[src/rtl/wrr_arbiter.sv]
// wrr_arbiter: weighted round-robin arbiter with per-requester credits and a
// grant lock that holds an offered grant stable until the consumer accepts it.
//
// Ports
//   clk         rising-edge clock
//   rst         synchronous reset, active low
//   req         per-requester request (level)
//   cfg_load    one-cycle strobe: load cfg_weight and reload all credits
//   cfg_weight  weight of requester i in bits [i*CW +: CW] (0 behaves as 1)
//   grt         one-hot grant, or zero
//   grt_valid   |grt
//   grt_id      binary index of grt, 0 when no grant
//   grt_ready   consumer accepts the grant (handshake = grt_valid & grt_ready)
//
// state   | meaning
// --------+-------------------------------------------------------------
// IDLE    | grant chosen fresh each cycle by weighted round-robin
// LOCK    | last grant was not accepted; keep offering r_lk while requested
module wrr_arbiter #(
   parameter int WIDTH = 8,
   parameter int CW    = 3
) (
   input  logic                       clk,
   input  logic                       rst,
   input  logic [WIDTH-1:0]           req,
   input  logic                       cfg_load,
   input  logic [WIDTH*CW-1:0]        cfg_weight,
   output logic [WIDTH-1:0]           grt,
   output logic                       grt_valid,
   output logic [$clog2(WIDTH)-1:0]   grt_id,
   input  logic                       grt_ready
);

   localparam int IW = $clog2(WIDTH);

   localparam logic [0:0] ST_IDLE = 1'b0;
   localparam logic [0:0] ST_LOCK = 1'b1;

   logic [WIDTH-1:0] r_mrg;
   logic [WIDTH-1:0] r_lk;
   logic [0:0]       r_state;
   logic [CW-1:0]    r_weight [WIDTH];
   logic [CW-1:0]    r_credit [WIDTH];

   logic [CW-1:0]    w_eff     [WIDTH];
   logic [CW-1:0]    w_new_eff [WIDTH];
   logic [WIDTH-1:0] w_elig;
   logic [WIDTH-1:0] w_base;
   logic [WIDTH-1:0] w_sel;
   logic             w_refill;
   logic             w_hold;
   logic             w_hs;
   logic             w_found;

   always_comb begin
      for (int i = 0; i < WIDTH; i++) begin
         w_eff[i]     = (r_weight[i] == '0) ? CW'(1) : r_weight[i];
         w_new_eff[i] = (cfg_weight[i*CW +: CW] == '0) ? CW'(1) : cfg_weight[i*CW +: CW];
         w_elig[i]    = req[i] & (r_credit[i] != '0);
      end
   end

   // Once every requester has spent its credits, arbitrate over raw req;
   // the handshake of such a round reloads all credits.
   assign w_refill = (w_elig == '0);
   assign w_base   = w_refill ? req : w_elig;

   // Round-robin pick: scan upward from the position after the most recent
   // grantee. r_mrg is one-hot, so exactly one outer iteration is active;
   // all indices are loop constants.
   always_comb begin
      w_sel   = '0;
      w_found = 1'b0;
      for (int m = 0; m < WIDTH; m++) begin
         if (r_mrg[m]) begin
            for (int k = 1; k <= WIDTH; k++) begin
               if (!w_found && w_base[(m + k) % WIDTH]) begin
                  w_sel[(m + k) % WIDTH] = 1'b1;
                  w_found                = 1'b1;
               end
            end
         end
      end
   end

   // A withdrawn locked requester falls straight back to the fresh pick.
   assign w_hold    = (r_state == ST_LOCK) && ((req & r_lk) != '0);
   assign grt       = w_hold ? r_lk : w_sel;
   assign grt_valid = |grt;
   assign w_hs      = grt_valid & grt_ready;

   always_comb begin
      grt_id = '0;
      for (int i = 0; i < WIDTH; i++) begin
         if (grt[i]) grt_id = IW'(i);
      end
   end

   always_ff @(posedge clk) begin
      if (!rst) begin
         r_mrg   <= {1'b1, {(WIDTH-1){1'b0}}};
         r_lk    <= '0;
         r_state <= ST_IDLE;
         for (int i = 0; i < WIDTH; i++) begin
            r_weight[i] <= CW'(1);
            r_credit[i] <= CW'(1);
         end
      end else begin
         if (w_hs) begin
            r_mrg   <= grt;
            r_state <= ST_IDLE;
            r_lk    <= '0;
         end else if (grt_valid) begin
            r_state <= ST_LOCK;
            r_lk    <= grt;
         end else begin
            r_state <= ST_IDLE;
            r_lk    <= '0;
         end

         if (cfg_load) begin
            for (int i = 0; i < WIDTH; i++) begin
               r_weight[i] <= cfg_weight[i*CW +: CW];
               r_credit[i] <= w_new_eff[i];
            end
         end else if (w_hs) begin
            for (int i = 0; i < WIDTH; i++) begin
               if (w_refill) begin
                  r_credit[i] <= grt[i] ? (w_eff[i] - CW'(1)) : w_eff[i];
               end else if (grt[i] && (r_credit[i] != '0)) begin
                  // A grant locked during a refill round can be accepted in a
                  // later non-refill round with zero credit; never wrap.
                  r_credit[i] <= r_credit[i] - CW'(1);
               end
            end
         end
      end
   end

endmodule
[config.mk]
export PLATFORM = sky130hd
export DESIGN_NAME = wrr_arbiter
export DESIGN_NICKNAME = d
export VERILOG_FILES = /design/src/rtl/wrr_arbiter.sv
export SDC_FILE = /design/constraint.sdc
export NUM_CORES = 1
export LEC_CHECK = 0
export BUFFER_PORTS_ARGS = -buffer_cell sky130_fd_sc_hd__buf_2
export CAP_MARGIN = 20
export CORE_ASPECT_RATIO = 1.5
export CORE_MARGIN = 2
export CORE_UTILIZATION = 45
export CTS_BUF_LIST = sky130_fd_sc_hd__clkbuf_4 sky130_fd_sc_hd__clkbuf_8
export CTS_CLUSTER_DIAMETER = 100
export DETAILED_ROUTE_END_ITERATION = 8
export PLACE_DENSITY = 0.74
export SLEW_MARGIN = 20
export SYNTH_ARGS = -nofsm -noshare
export SYNTH_HDL_FRONTEND = slang
export SYNTH_SLANG_ARGS = --single-unit
[constraint.sdc]
create_clock -name clk -period 6.6 [get_ports clk]
set_input_delay 1.32 -clock clk [delete_from_list [all_inputs] [get_ports clk]]
set_output_delay 1.32 -clock clk [all_outputs]
set_load 0.005 [all_outputs]
## Yosys cells after proc, flatten, opt, wreduce, memory -nomap -nowiden

Memory sizes are Yosys's and may differ from the RTL's.
Index checks and enable logic that the tools add are counted.

- Register bits after elaboration: 17
- Bits in writable memories: 48
- Input port bits: 36
- Output and inout port bits: 12
- Logic and storage cells: 549
- Memories: 2

Memory list:

| name | words | width | read ports | clocked after memory_dff | wr ports | RTL line | source |
|---|---|---|---|---|---|---|---|
| r_credit | 8 | 3 | 8 | 0 | 8 | 43 | `logic [CW-1:0] r_credit [WIDTH];` |
| r_weight | 8 | 3 | 8 | 0 | 8 | 42 | `logic [CW-1:0] r_weight [WIDTH];` |

- Add/sub/neg operators: 16
- Multiplexer cells: 320
- Bitwise logic cells: 44
- Reductions and logical operators: 164

Operators with widths:

| operator | number |
|---|---|
| $mux 1 | 248 |
| $mux 3 | 62 |
| $mux 8 | 10 |
| $logic_and 1x1->1 | 72 |
| $logic_not 1->1 | 63 |
| $logic_not 3->1 | 16 |
| $sub 3x1->3 const B | 16 |
| $or 1x1->1 | 32 |
| $reduce_bool 3->1 | 8 |
| $and 1x1->1 | 9 |
| $and 8x8->8 | 1 |
| $logic_not 8->1 | 1 |
| $reduce_bool 8->1 | 1 |
| $reduce_or 8->1 | 1 |
| $reduce_or 3->1 | 1 |
| $not 1->1 | 2 |
| $reduce_or 2->1 | 1 |

## Depth between registers and ports, before layout

Gate-level depths: netlist of run 1.
An unclocked memory read counts as a cell.

- Depth in word-level cells: 268
- Depth in mapped cells: 20
- Gate-level depth less buffers: 17

## Worst setup path before layout of run 1

OpenSTA, ideal clock, no wires.

- Path kind: input to output
- From: in req[3]
- To: out grt_id[0]
- Arrival: 3.868 ns
- Slack: 1.412 ns
- Cell stages on the path: 14
- Path through: inv_1 > o2111ai_2 > buf_6 > o21ai_2 > a222oi_1 > nand2_2 > o22ai_1 > and3b_1 > nor2_1 > a21o_1 > clkbuf_1 > o21bai_1 > a21oi_1 > o21ai_0

- Elaborated cells between the ends (all ways): 329

RTL lines:

| what | RTL line | source |
|---|---|---|
| start: declaration | 25 | `input logic [WIDTH-1:0] req,` |
| $and 1x1->1 | 59 | `w_elig[i] = req[i] & (r_credit[i] != '0);` |
| $logic_not 8->1 | 65 | `assign w_refill = (w_elig == '0);` |
| $mux 8 | 66 | `assign w_base = w_refill ? req : w_elig;` |
| $mux 1 | 77 | `if (!w_found && w_base[(m + k) % WIDTH]) begin` |
| $mux 1 | 75 | `if (r_mrg[m]) begin` |
| $logic_not 1->1 | 77 |  |
| $logic_and 1x1->1 | 77 |  |
| $mux 1 | 77 |  |
| [224 not listed] | -- |  |
| $mux 1 | 75 |  |
| $logic_not 1->1 | 77 |  |
| $logic_and 1x1->1 | 77 |  |
| $mux 1 | 77 |  |
| $mux 8 | 75 |  |
| $mux 8 (*) | 88 | `assign grt = w_hold ? r_lk : w_sel;` |
| via grt[2] | 28 | `output logic [WIDTH-1:0] grt,` |
| $mux 3 (*) (6 in series) | 95 | `if (grt[i]) grt_id = IW'(i);` |
| end: declaration | 30 | `output logic [$clog2(WIDTH)-1:0] grt_id,` |

Mark *: on every way through the listed nets, which the timed path passes. The rest lies on a longest branch. The select of a mux whose other input is x is not followed.

## Final worst setup path of run 1

- From: in req[3]
- To: out grt_id[0]

- Word-level cells in the longest chain between the ends: 259
- Elaborated cells between the ends (all ways): 329

Ends and longest elaborated chain:

| what | RTL line |
|---|---|
| $and 1x1->1 | 59 |
| $logic_not 8->1 | 65 |
| $mux 8 | 66 |
| $mux 1 | 77 |
| $mux 1 | 75 |
| $logic_not 1->1 | 77 |
| $logic_and 1x1->1 | 77 |
| $mux 1 | 77 |
| [243 not listed] | -- |
| $mux 1 | 77 |
| $mux 1 | 75 |
| $logic_not 1->1 | 77 |
| $logic_and 1x1->1 | 77 |
| $mux 1 | 77 |
| $mux 8 | 75 |
| $mux 8 (*) | 88 |
| $mux 3 (*) | 95 |

Mark *: on every way between the ends. The rest lies on a longest branch, timed or not. The select of a mux whose other input is x is not followed.

==> summary.md, run 1 <==
| Metric | Value |
|---|---|
| Number of synthesized flops with an enable pin | `48` |
| Antenna fix cells | `0` |
| Final instance area | `5000 µm²` |
| Detailed route wirelength on metal2 | `6363 µm` |
| Area of the placeable core | `9634 µm²` |
| Category of the worst setup path capture point | `primary output` |
| Dpl ws | `0.5448 ns` |
| CTS H-tree depth | `3` |
| Initial DRC count | `323` |
| Antenna-violating nets left | `0` |
| Max-cap violation count | `0` |
| Layout area overhead | `12.60%` |
| Critical path cell sequence | `buf_2, inv_1, o2111ai_2, o21ai_0, a22oi_1, nand2_2, o22ai_1, and3b_1, nand2_1, nand3_1, o21bai_1, a21oi_1, o21ai_0, buf_2` |
| Placer's final routability congestion estimate | `1.001` |
| Clock buffers created by TritonCTS | `9` |
| Routed WL per cell | `18.21 µm` |
| Vias in the first global route | `4083` |
| Number of primary I/O pins | `48` |
| Routed wire length | `12270 µm` |
| Depth of the worst register-to-register path | `15` |
| Syn Std Cell Area | `4441 µm²` |
| Initial antenna violation count | `0` |
| TritonCTS clock tree | `done` |
| Timing-limited maximum frequency | `161.9 MHz` |
| Die extent in x | `85.11 µm` |
| Count of final setup violators | `0` |
| DRC viols | `0` |
| Run status | `complete, no violations` |
| Share of synthesized flip-flops with an asynchronous set or reset | `0` |
| Highest-count cells in the layout ignoring fill and taps | `nand2_1 (57), inv_1 (55), edfxtp_1 (48)` |
| Kind of critical path | `input port to primary output` |
| Cell area after placement | `4810 µm²` |
| RSZ-0062 raised after global routing | `false` |
| Worst path required time | `5.28 ns` |
| Final slew viol count | `0` |
| Total power draw | `1.602 mW` |
| Num rows | `44` |
| Kind of start point of the critical path | `input port` |
| Sequential-to-total area share from yosys stat | `0.4012` |
| Highest metal layer with signal wires | `met4` |
| Clock-pin slew on the worst setup and hold paths | `0.07 ns` |
| Post-Synthesis Net Count | `567` |
| Critical Path AT | `4.86 ns` |
| Number of buffers added on ports | `47` |
| Post-Syn Instances | `507` |
| Number of gates resized after cts | `0` |
| Die height | `125.7 µm` |
| Ys flop type | `edfxtp_1` |
| Average cell area after synthesis | `8.758 µm²` |
| Router iterations before antenna repair | `5` |
| Fraction of final layout cells sized beyond drive strength 1 | `0.1628` |
| Overall track demand over capacity in global routing | `0.2364` |
| Worst slew margin relative to its limit | `0.2605` |
| Cts-stage hold buffer count | `0` |
| Initial core utilization | `0.4609` |
| Root buffer cell | `clkbuf_8` |
| Maximum ir drop on the vdd rail | `0.1464 mV` |
| Worst Clk Skew | `0.008786 ns` |
| Worst r2r src | `r_credit[0][9]` |
| Setup TNS | `0 ns` |
| Post-synthesis cell type with the largest combined area | `edfxtp_1` |
| Unique cell type count in the Yosys netlist | `62` |
| Static Leakage | `2.135 nW` |
| Slew at the pin closest to its max-slew limit | `1.099 ns` |
| Final Instance Count excl. Fillers | `674` |
| Most common cell after layout, fill and taps aside | `nand2_1` |
| Setup ws final | `0.4236 ns` |
| Met1 wire length | `4629 µm` |
| Post CTS Setup Buffer Count | `0` |
| CP Launch Point | `req[3]` |
| Maximum buffer depth of the clock tree | `2` |
| Post-layout minimum cycle time | `6.176 ns` |
| Skew-Pair Late Insertion Delay | `0.35 ns` |
| End point of the critical path | `grt_id[0]` |
| Yosys warnings | `0` |
| Share of the clock period used by the worst path | `0.9358` |
| Mean number of vias per cell | `6.062` |
| Nets@finish | `614` |
| Met3 wirelength from detailed routing | `587 µm` |
| Area enclosed by the die boundary | `10690 µm²` |
| Fill cell count | `884` |
| # clock sinks | `65` |
| Area fraction of the dominant cell type after synthesis | `0.3246` |
| First-pass GRT wire length | `19810 µm` |
| Cell types occupying the most area after synthesis | `edfxtp_1 (32%), dfxtp_1 (7.7%), ha_1 (6.8%), nand2_1 (4.8%), inv_1 (4.6%)` |
| End of the worst register-to-register path | `r_credit[0][9]` |
| Pin count of the biggest net entering global routing | `24` |
| Max stage delay cell, worst path | `a22oi_1` |
| Cells on Worst Hold Path | `2` |
| Reg2reg setup slack | `1.08 ns` |
| Critical-path maximum fanout | `12` |
| Final hold slack | `0.5421 ns` |
| Power per unit of standard cell area | `320.3 nW/µm²` |
| Utilization after layout | `0.5190` |
| FF+latch count, synth | `65` |
| Worst min path class | `register to register` |
| Post-placement cell count | `658` |
| Half-perimeter wire length of the detailed placement result | `9615 µm` |
| Final hold violations | `0` |
| Number of vias after detailed routing | `4086` |
| Delay contributed by the slowest stage of the critical path | `0.81 ns` |
| Overflow left after global routing | `0` |
## cells by family after synthesis
| group | after synthesis | synth area share |
|---|---|---|
| xor gates and xnor gates | 15 | 0.02958 |
| buffers and inverters | 77 | 0.07072 |
| AOI/OAI and AO/OA | 137 | 0.2122 |
| and+or+nand+nor | 185 | 0.2085 |
| muxes | 4 | 0.01014 |
| adders and majority gates | 24 | 0.06763 |
| DFF | 65 | 0.4012 |
## metal layers
metal | vias up | GRT usage
li1 | 1931 | -
met1 | 1927 | 0.2604
met2 | 175 | 0.4122
met3 | 53 | 0.03997
met4 | 0 | 0.1522
met5 | - | 0
## how the worst min path moves through the flow
stage | slack (ns) | to | startpoint
after floorplan | 0.47 | r_mrg[1] | r_mrg[1]
after global placement | 0.53 | r_mrg[1] | r_mrg[1]
after detailed placement | 0.53 | r_mrg[6] | r_mrg[6]
after CTS | 0.54 | r_mrg[6] | r_mrg[6]
after global routing | 0.56 | r_mrg[6] | r_mrg[6]
final | 0.54 | r_mrg[6] | r_mrg[6]
## flip-flops by register name (all words and copies together) (netlist names)
signal / count
r_credit: 24
r_weight: 24
r_lk: 8
r_mrg: 8
r_state: 1
## power breakdown
group          switching, mW  internal [mW]  total, mW
logic                  0.442          0.279      0.722
clock network          0.149          0.185      0.334
registers             0.0524          0.493      0.546
## cells in the mapped netlist, drive strengths merged (2+ instances only)
library cell   n
nand2         58
inv           55
edfxtp        48
nor2          46
o21ai         29
ha            24
nand2b        22
a21oi         20
a31oi         20
dfxtp         17
clkbuf        16
nand3         11
xnor2         11
a22oi          9
and2           9
o221ai         8
o21bai         7
o211ai         6
o22ai          6
a31o           5
and3           5
buf            5
nor2b          5
or3            5
a211oi         4
nor3           4
o221a          4
or4            4
xor2           4
a21o           3
a222oi         3
mux2i          3
nand4          3
nand4b         3
o31ai          3
a221oi         2
nand3b         2
nor4           2
## worst max-delay path, delay by kind of cell
| kind | cells | cell delay (ns) |
|---|---|---|
| compound gates | 7 | 2.39 |
| simple gates | 4 | 0.80 |
| buf+inv | 3 | 0.34 |
## cell type report
type,count,area (µm²),share of cell area
Tap cell,115,143.9,0.02878
Timing Repair Buffer,57,322.8,0.06456
Clock buffer,12,146.4,0.02928
Inverter,56,210.2,0.04204
Clock inverter,4,43.79,0.008759
Multi-Input combinational cell,365,2351,0.4702
Sequential cell,65,1782,0.3564
No activity file was read; power rests on OpenSTA's default activity.
==> run 2, diff against run 1 <==
--- a/config.mk
+++ b/config.mk
@@ -10,7 +10,6 @@
 export CORE_ASPECT_RATIO = 1.5
 export CORE_MARGIN = 2
 export CORE_UTILIZATION = 45
-export CTS_BUF_LIST = sky130_fd_sc_hd__clkbuf_4 sky130_fd_sc_hd__clkbuf_8
 export CTS_CLUSTER_DIAMETER = 100
 export DETAILED_ROUTE_END_ITERATION = 8
 export PLACE_DENSITY = 0.74
==> summary.md, run 2 (synthesis gave the netlist of run 1 again) <==
| Metric | Value |
|---|---|
| Cell family with most CP delay | `compound AO/OA/AOI/OAI gates` |
| Worst min path class | `register to register` |
| Final Instance Count excl. Fillers | `674 (unchanged)` |
| Cts-stage hold buffer count | `0 (unchanged)` |
| Pin count of the biggest net entering global routing | `24 (unchanged)` |
| Worst slew margin relative to its limit | `0.2587 (-0.001853)` |
| Number of gates resized after cts | `0 (unchanged)` |
| Power per unit of standard cell area | `338.2 nW/µm² (+5.6%)` |
| Placer's final routability congestion estimate | `1.001 (unchanged)` |
| Antenna-violating nets left | `0 (unchanged)` |
| Final hold violations | `0 (unchanged)` |
| First-pass GRT wire length | `19930 µm (+0.60%)` |
| Post-placement cell count | `658 (unchanged)` |
| Setup TNS | `0 ns (unchanged)` |
| Kind of start point of the critical path | `input port` |
| Clock buffers created by TritonCTS | `9 (unchanged)` |
| Max stage delay cell, worst path | `a22oi_1` |
| Critical-path maximum fanout | `12 (unchanged)` |
| Maximum ir drop on the vdd rail | `0.1831 mV (+25%)` |
| RSZ-0062 raised after global routing | `false` |
| Die extent in x | `85.11 µm (unchanged)` |
| Fraction of final layout cells sized beyond drive strength 1 | `0.1574 (-0.005367)` |
| CP Launch Point | `req[3]` |
| Nets@finish | `614 (unchanged)` |
| Post-layout minimum cycle time | `6.136 ns (-0.04002 ns)` |
| CTS H-tree depth | `3 (unchanged)` |
| Num rows | `44 (unchanged)` |
| Post CTS Setup Buffer Count | `0 (unchanged)` |
| Delay contributed by the slowest stage of the critical path | `0.78 ns (-0.03 ns)` |
| Die height | `125.7 µm (unchanged)` |
| Maximum buffer depth of the clock tree | `2 (unchanged)` |
| Overflow left after global routing | `0 (unchanged)` |
| Area of the placeable core | `9634 µm² (unchanged)` |
| Run status | `complete, no violations` |
| Kind of critical path | `input port to primary output` |
| Critical Path AT | `4.82 ns (-0.04 ns)` |
| Category of the worst setup path capture point | `primary output` |
| Worst Clk Skew | `0.006349 ns (-0.002438 ns)` |
| Initial DRC count | `285 (-12%)` |
| Final slew viol count | `0 (unchanged)` |
| Bufs and invs on worst path | `3 (unchanged)` |
| Routed WL per cell | `18.23 µm (about the same)` |
| Worst path required time | `5.28 ns (about the same)` |
| Most common cell after layout, fill and taps aside | `nand2_1` |
| Highest-count cells in the layout ignoring fill and taps | `nand2_1 (57), inv_1 (55), edfxtp_1 (48)` |
| # clock sinks | `65 (unchanged)` |
| Number of buffers added on ports | `47 (unchanged)` |
| DRC viols | `0 (unchanged)` |
| Worst r2r src | `r_credit[0][9]` |
| Slew at the pin closest to its max-slew limit | `1.102 ns (+0.002753 ns)` |
| Root buffer cell | `clkbuf_16` |
| Utilization after layout | `0.5283 (+0.009351)` |
| Overall track demand over capacity in global routing | `0.2382 (+0.001768)` |
| Initial antenna violation count | `0 (unchanged)` |
| Max-cap violation count | `0 (unchanged)` |
| Skew-Pair Late Insertion Delay | `0.33 ns (-0.02 ns)` |
| Count of final setup violators | `0 (unchanged)` |
| Share of the clock period used by the worst path | `0.9298 (-0.006064)` |
| Area enclosed by the die boundary | `10690 µm² (unchanged)` |
| Static Leakage | `2.171 nW (+1.7%)` |
| Layout area overhead | `14.62%` |
| Top Registers | `r_credit (24), r_weight (24)` |
| Mean number of vias per cell | `6.019 (-0.71%)` |
| Clock-pin slew on the worst setup and hold paths | `0.05 ns (-0.02 ns)` |
| Routed wire length | `12280 µm (about the same)` |
| Half-perimeter wire length of the detailed placement result | `9615 µm (unchanged)` |
| Number of primary I/O pins | `48 (unchanged)` |
| TritonCTS clock tree | `done` |
| Number of vias after detailed routing | `4057 (-0.71%)` |
| Initial core utilization | `0.4609 (unchanged)` |
| Vias in the first global route | `4128 (+1.1%)` |
| Critical path cell sequence | `buf_2, inv_1, o2111ai_2, o21ai_0, a22oi_1, nand2_2, o22ai_1, and3b_1, nand2_1, nand3_1, o21bai_1, a21oi_1, o21ai_0, buf_2` |
| Router iterations before antenna repair | `7 (+2)` |
| Hold_sp | `r_mrg[6]` |
| Timing-limited maximum frequency | `163.0 MHz (+0.65%)` |
| Antenna fix cells | `0 (unchanged)` |
[run 2: changes by cell type in the layout (fill, tap and decap cells not counted)]
cell       change
clkbuf_4       -3
clkbuf_8       -9
clkbuf_1       +3
clkbuf_16      +9
[run 2: power breakdown]
part / internal (mW) / switching (mW)
Combinational: 0.280 / 0.443
Clock: 0.290 / 0.163
Sequential: 0.494 / 0.0518
Total: 1.06 / 0.658
[run 2: final timing paths]
path,cells after the start,endpoint,slack [ns]
worst min-delay path,2,r_mrg[6],0.54
worst max register to register,15,r_credit[0][9],1.14
worst min register to register,2,r_mrg[6],0.54
worst max-delay path,14,grt_id[0],0.46
[run 2: layout make-up]
type	instances	area, µm²
repair buffers	57	322.8
flip-flops and latches	65	1782
inverters	56	210.2
fillers	864	4544
multi-input cells	365	2351
clock inverters	4	43.79
clock buffers	12	236.5
well taps	115	143.9
[run 2: through the flow]
step / total power, mW / hold WS, ns / cell area, µm² / setup WS, ns
after detailed placement: 1.262 / 0.5293 / 4810 / 0.5448
after floorplan: 1.016 / 0.4688 / 4441 / 1.412
after CTS: 1.717 / 0.5338 / 5090 / 0.5100
after global routing: 1.817 / 0.5585 / 5090 / 0.1416
after global placement: 1.254 / 0.5293 / 4810 / 0.5896
final: 1.721 / 0.5414 / 5090 / 0.4636
[run 2: layer usage]
| layer | vias up | global-route usage | share of wire |
|---|---|---|---|
| met4 | 0 | 0.1718 | 0.062 |
| met1 | 1906 | 0.2609 | 0.38 |
| li1 | 1935 | - | - |
| met3 | 55 | 0.03735 | 0.046 |
| met2 | 161 | 0.4099 | 0.52 |
| met5 | - | 0 | 0 |
[run 2: tightest hold or removal path: stages, from the launching register on]
cell,delay [ns]
dfxtp_1,0.36
nand2_1,0.08
a21oi_1,0.05
==> run 3, diff against run 2 <==
--- a/config.mk
+++ b/config.mk
@@ -8,7 +8,7 @@
 export BUFFER_PORTS_ARGS = -buffer_cell sky130_fd_sc_hd__buf_2
 export CAP_MARGIN = 20
 export CORE_ASPECT_RATIO = 1.5
-export CORE_MARGIN = 2
+export CORE_MARGIN = 5
 export CORE_UTILIZATION = 45
 export CTS_CLUSTER_DIAMETER = 100
 export DETAILED_ROUTE_END_ITERATION = 8
==> summary.md, run 3 (synthesis gave the netlist of run 1 again) <==
| Metric | Value |
|---|---|
| Run status | `complete, no violations` |
| Num rows | `44 (unchanged)` |
| Slew at the pin closest to its max-slew limit | `0.8438 ns (-0.2580 ns)` |
| Mean number of vias per cell | `6.091 (+1.2%)` |
| Category of the worst setup path capture point | `primary output` |
| Max stage delay cell, worst path | `a22oi_2` |
| Post-layout minimum cycle time | `5.938 ns (-0.1979 ns)` |
| Die height | `131.7 µm (+4.8%)` |
| Antenna-violating nets left | `0 (unchanged)` |
| Routed wire length | `12530 µm (+2.0%)` |
| TritonCTS clock tree | `done` |
| Count of final setup violators | `0 (unchanged)` |
| Clock buffers created by TritonCTS | `9 (unchanged)` |
| Worst Clk Skew | `0.007617 ns (+0.001269 ns)` |
| Timing-limited maximum frequency | `168.4 MHz (+3.3%)` |
| Worst min path class | `register to register` |
| First-pass GRT wire length | `20220 µm (+1.5%)` |
| Max-cap violation count | `0 (unchanged)` |
| Switching fraction of total power | `0.3881 (+0.005850)` |
| Clock-pin slew on the worst setup and hold paths | `0.05 ns (about the same)` |
| Pin count of the biggest net entering global routing | `28 (+17%)` |
| Critical path cell sequence | `buf_2, inv_1, o2111ai_2, o21ai_0, a22oi_2, nand2_2, o22ai_1, and3b_1, nand2_1, nand3_1, o21bai_1, a21oi_1, o21ai_0, buf_2` |
| Power per unit of standard cell area | `335.3 nW/µm² (-0.84%)` |
| # clock sinks | `65 (unchanged)` |
| Initial antenna violation count | `0 (unchanged)` |
| Share of power burned in registers | `0.322 (+0.005)` |
| Total power draw | `1.704 mW (-0.99%)` |
| Number of vias after detailed routing | `4099 (+1.0%)` |
| Vias in the first global route | `4229 (+2.4%)` |
| Setup ws final | `0.6615 ns (+0.1979 ns)` |
| Initial core utilization | `0.4583 (-0.002619)` |
| Kind of start point of the critical path | `input port` |
| Kind of critical path | `input port to primary output` |
| Area of the placeable core | `9689 µm² (+0.57%)` |
| Most common cell after layout, fill and taps aside | `nand2_1` |
| Clock power share | `0.263 (about the same)` |
| Antenna fix cells | `0 (unchanged)` |
| Overall track demand over capacity in global routing | `0.2099 (-0.02826)` |
| Area enclosed by the die boundary | `12000 µm² (+12%)` |
| Delay contributed by the slowest stage of the critical path | `0.59 ns (-0.19 ns)` |
| Die extent in x | `91.11 µm (+7.0%)` |
| Critical-path maximum fanout | `12 (unchanged)` |
| Cell area after placement | `4790 µm² (-0.42%)` |
| Overflow left after global routing | `0 (unchanged)` |
| Half-perimeter wire length of the detailed placement result | `9720 µm (+1.1%)` |
| Dpl ws | `0.4327 ns (-0.1121 ns)` |
| Layout area overhead | `14.45%` |
| Internal Dissipation | `1.043 mW (-1.9%)` |
| Share of the clock period used by the worst path | `0.8998 (-0.02999)` |
| Worst slew margin relative to its limit | `0.4336 (+0.1750)` |
| Maximum ir drop on the vdd rail | `0.2110 mV (+15%)` |
| Number of primary I/O pins | `48 (unchanged)` |
| Maximum buffer depth of the clock tree | `2 (unchanged)` |
| Final slew viol count | `0 (unchanged)` |
| Final instance area | `5082 µm² (-0.15%)` |
| Setup TNS | `0 ns (unchanged)` |
| RSZ-0062 raised after global routing | `false` |
| Fraction of final layout cells sized beyond drive strength 1 | `0.1595 (+0.002074)` |
| Final hold violations | `0 (unchanged)` |
| Placer's final routability congestion estimate | `0.9481 (-5.3%)` |
| CTS H-tree depth | `3 (unchanged)` |
| Top Registers | `r_credit (24), r_weight (24)` |
| Routed WL per cell | `18.62 µm (+2.2%)` |
| Number of buffers added on ports | `47 (unchanged)` |
| Portion of total power attributed to combinational logic | `0.415 (-0.005)` |
| Worst path required time | `5.28 ns (about the same)` |
| DRC viols | `0 (unchanged)` |
| Static Leakage | `2.165 nW (-0.30%)` |
| Initial DRC count | `272 (-4.6%)` |
| Skew-Pair Late Insertion Delay | `0.34 ns (about the same)` |
| Nets@finish | `613 (-0.16%)` |
| Sw Pwr | `661.5 µW (+0.53%)` |
| Critical Path AT | `4.62 ns (-0.20 ns)` |
| Highest-count cells in the layout ignoring fill and taps | `nand2_1 (57), inv_1 (55), edfxtp_1 (48)` |
| Root buffer cell | `clkbuf_16` |
| Router iterations before antenna repair | `4 (-3)` |
run 3: changes by cell type in the layout (fill, tap and decap cells not counted), sizes merged:
cell	previous run	this run
clkbuf	12	16
bufinv	1	0
buf	57	56
clkinv	4	1
run 3: per-layer routing:
metal | wire length, µm | up-vias | GRT usage
li1 | - | 1932 | -
met1 | 4755 | 1957 | 0.2258
met2 | 6560 | 162 | 0.3740
met3 | 706 | 48 | 0.04119
met4 | 510 | 0 | 0.1223
met5 | 0 | - | 0
run 3: path summary, 6_finish.rpt:
path         depth (start not counted)  slack, ns            from        endpoint
max                                 14       0.66          req[3]       grt_id[0]
min                                  2       0.55        r_mrg[1]        r_mrg[1]
max reg2reg                         14       1.50  r_credit[0][9]  r_credit[1][0]
min reg2reg                          2       0.55        r_mrg[1]        r_mrg[1]
run 3: power groups by stage:
stage	clock (mW)	combinational, mW	sequential, mW
4_1_cts	0.454	0.695	0.545
3_3_place_gp	0	0.686	0.552
3_5_place_dp	0	0.690	0.553
6_report	0.449	0.707	0.549
2_1_floorplan	0	0.488	0.529
5_1_grt	0.472	0.783	0.554
run 3: through the flow:
step           hold slack [ns]  std cells  utilization
2_1_floorplan           0.4688        507            -
3_3_place_gp            0.5255        657       0.4943
3_5_place_dp            0.5332        657       0.4943
4_1_cts                 0.5411        673       0.5234
5_1_grt                 0.5608        673       0.5245
6_report                0.5514        673       0.5245
run 3: layout make-up:
cell class | instances | area (µm²)
Timing Repair Buffer | 56 | 302.8
Tap cell | 115 | 143.9
Inverter | 56 | 210.2
Multi-Input combinational cell | 365 | 2362
Sequential cell | 65 | 1782
Fill cell | 913 | 4607
Clock buffer | 16 | 281.5
run 3: what timing repair did:
action	CTS	global route
hold buffers	0	0
setup buffers	0	0
gates resized for setup	0	1
setup endpoints to repair	0	1
run 3: worst max-delay path: cells and delay by family:
| family | cells | cell delay (ns) |
|---|---|---|
| compound gates | 7 | 2.16 |
| buf+inv | 3 | 0.33 |
| simple gates | 4 | 0.81 |
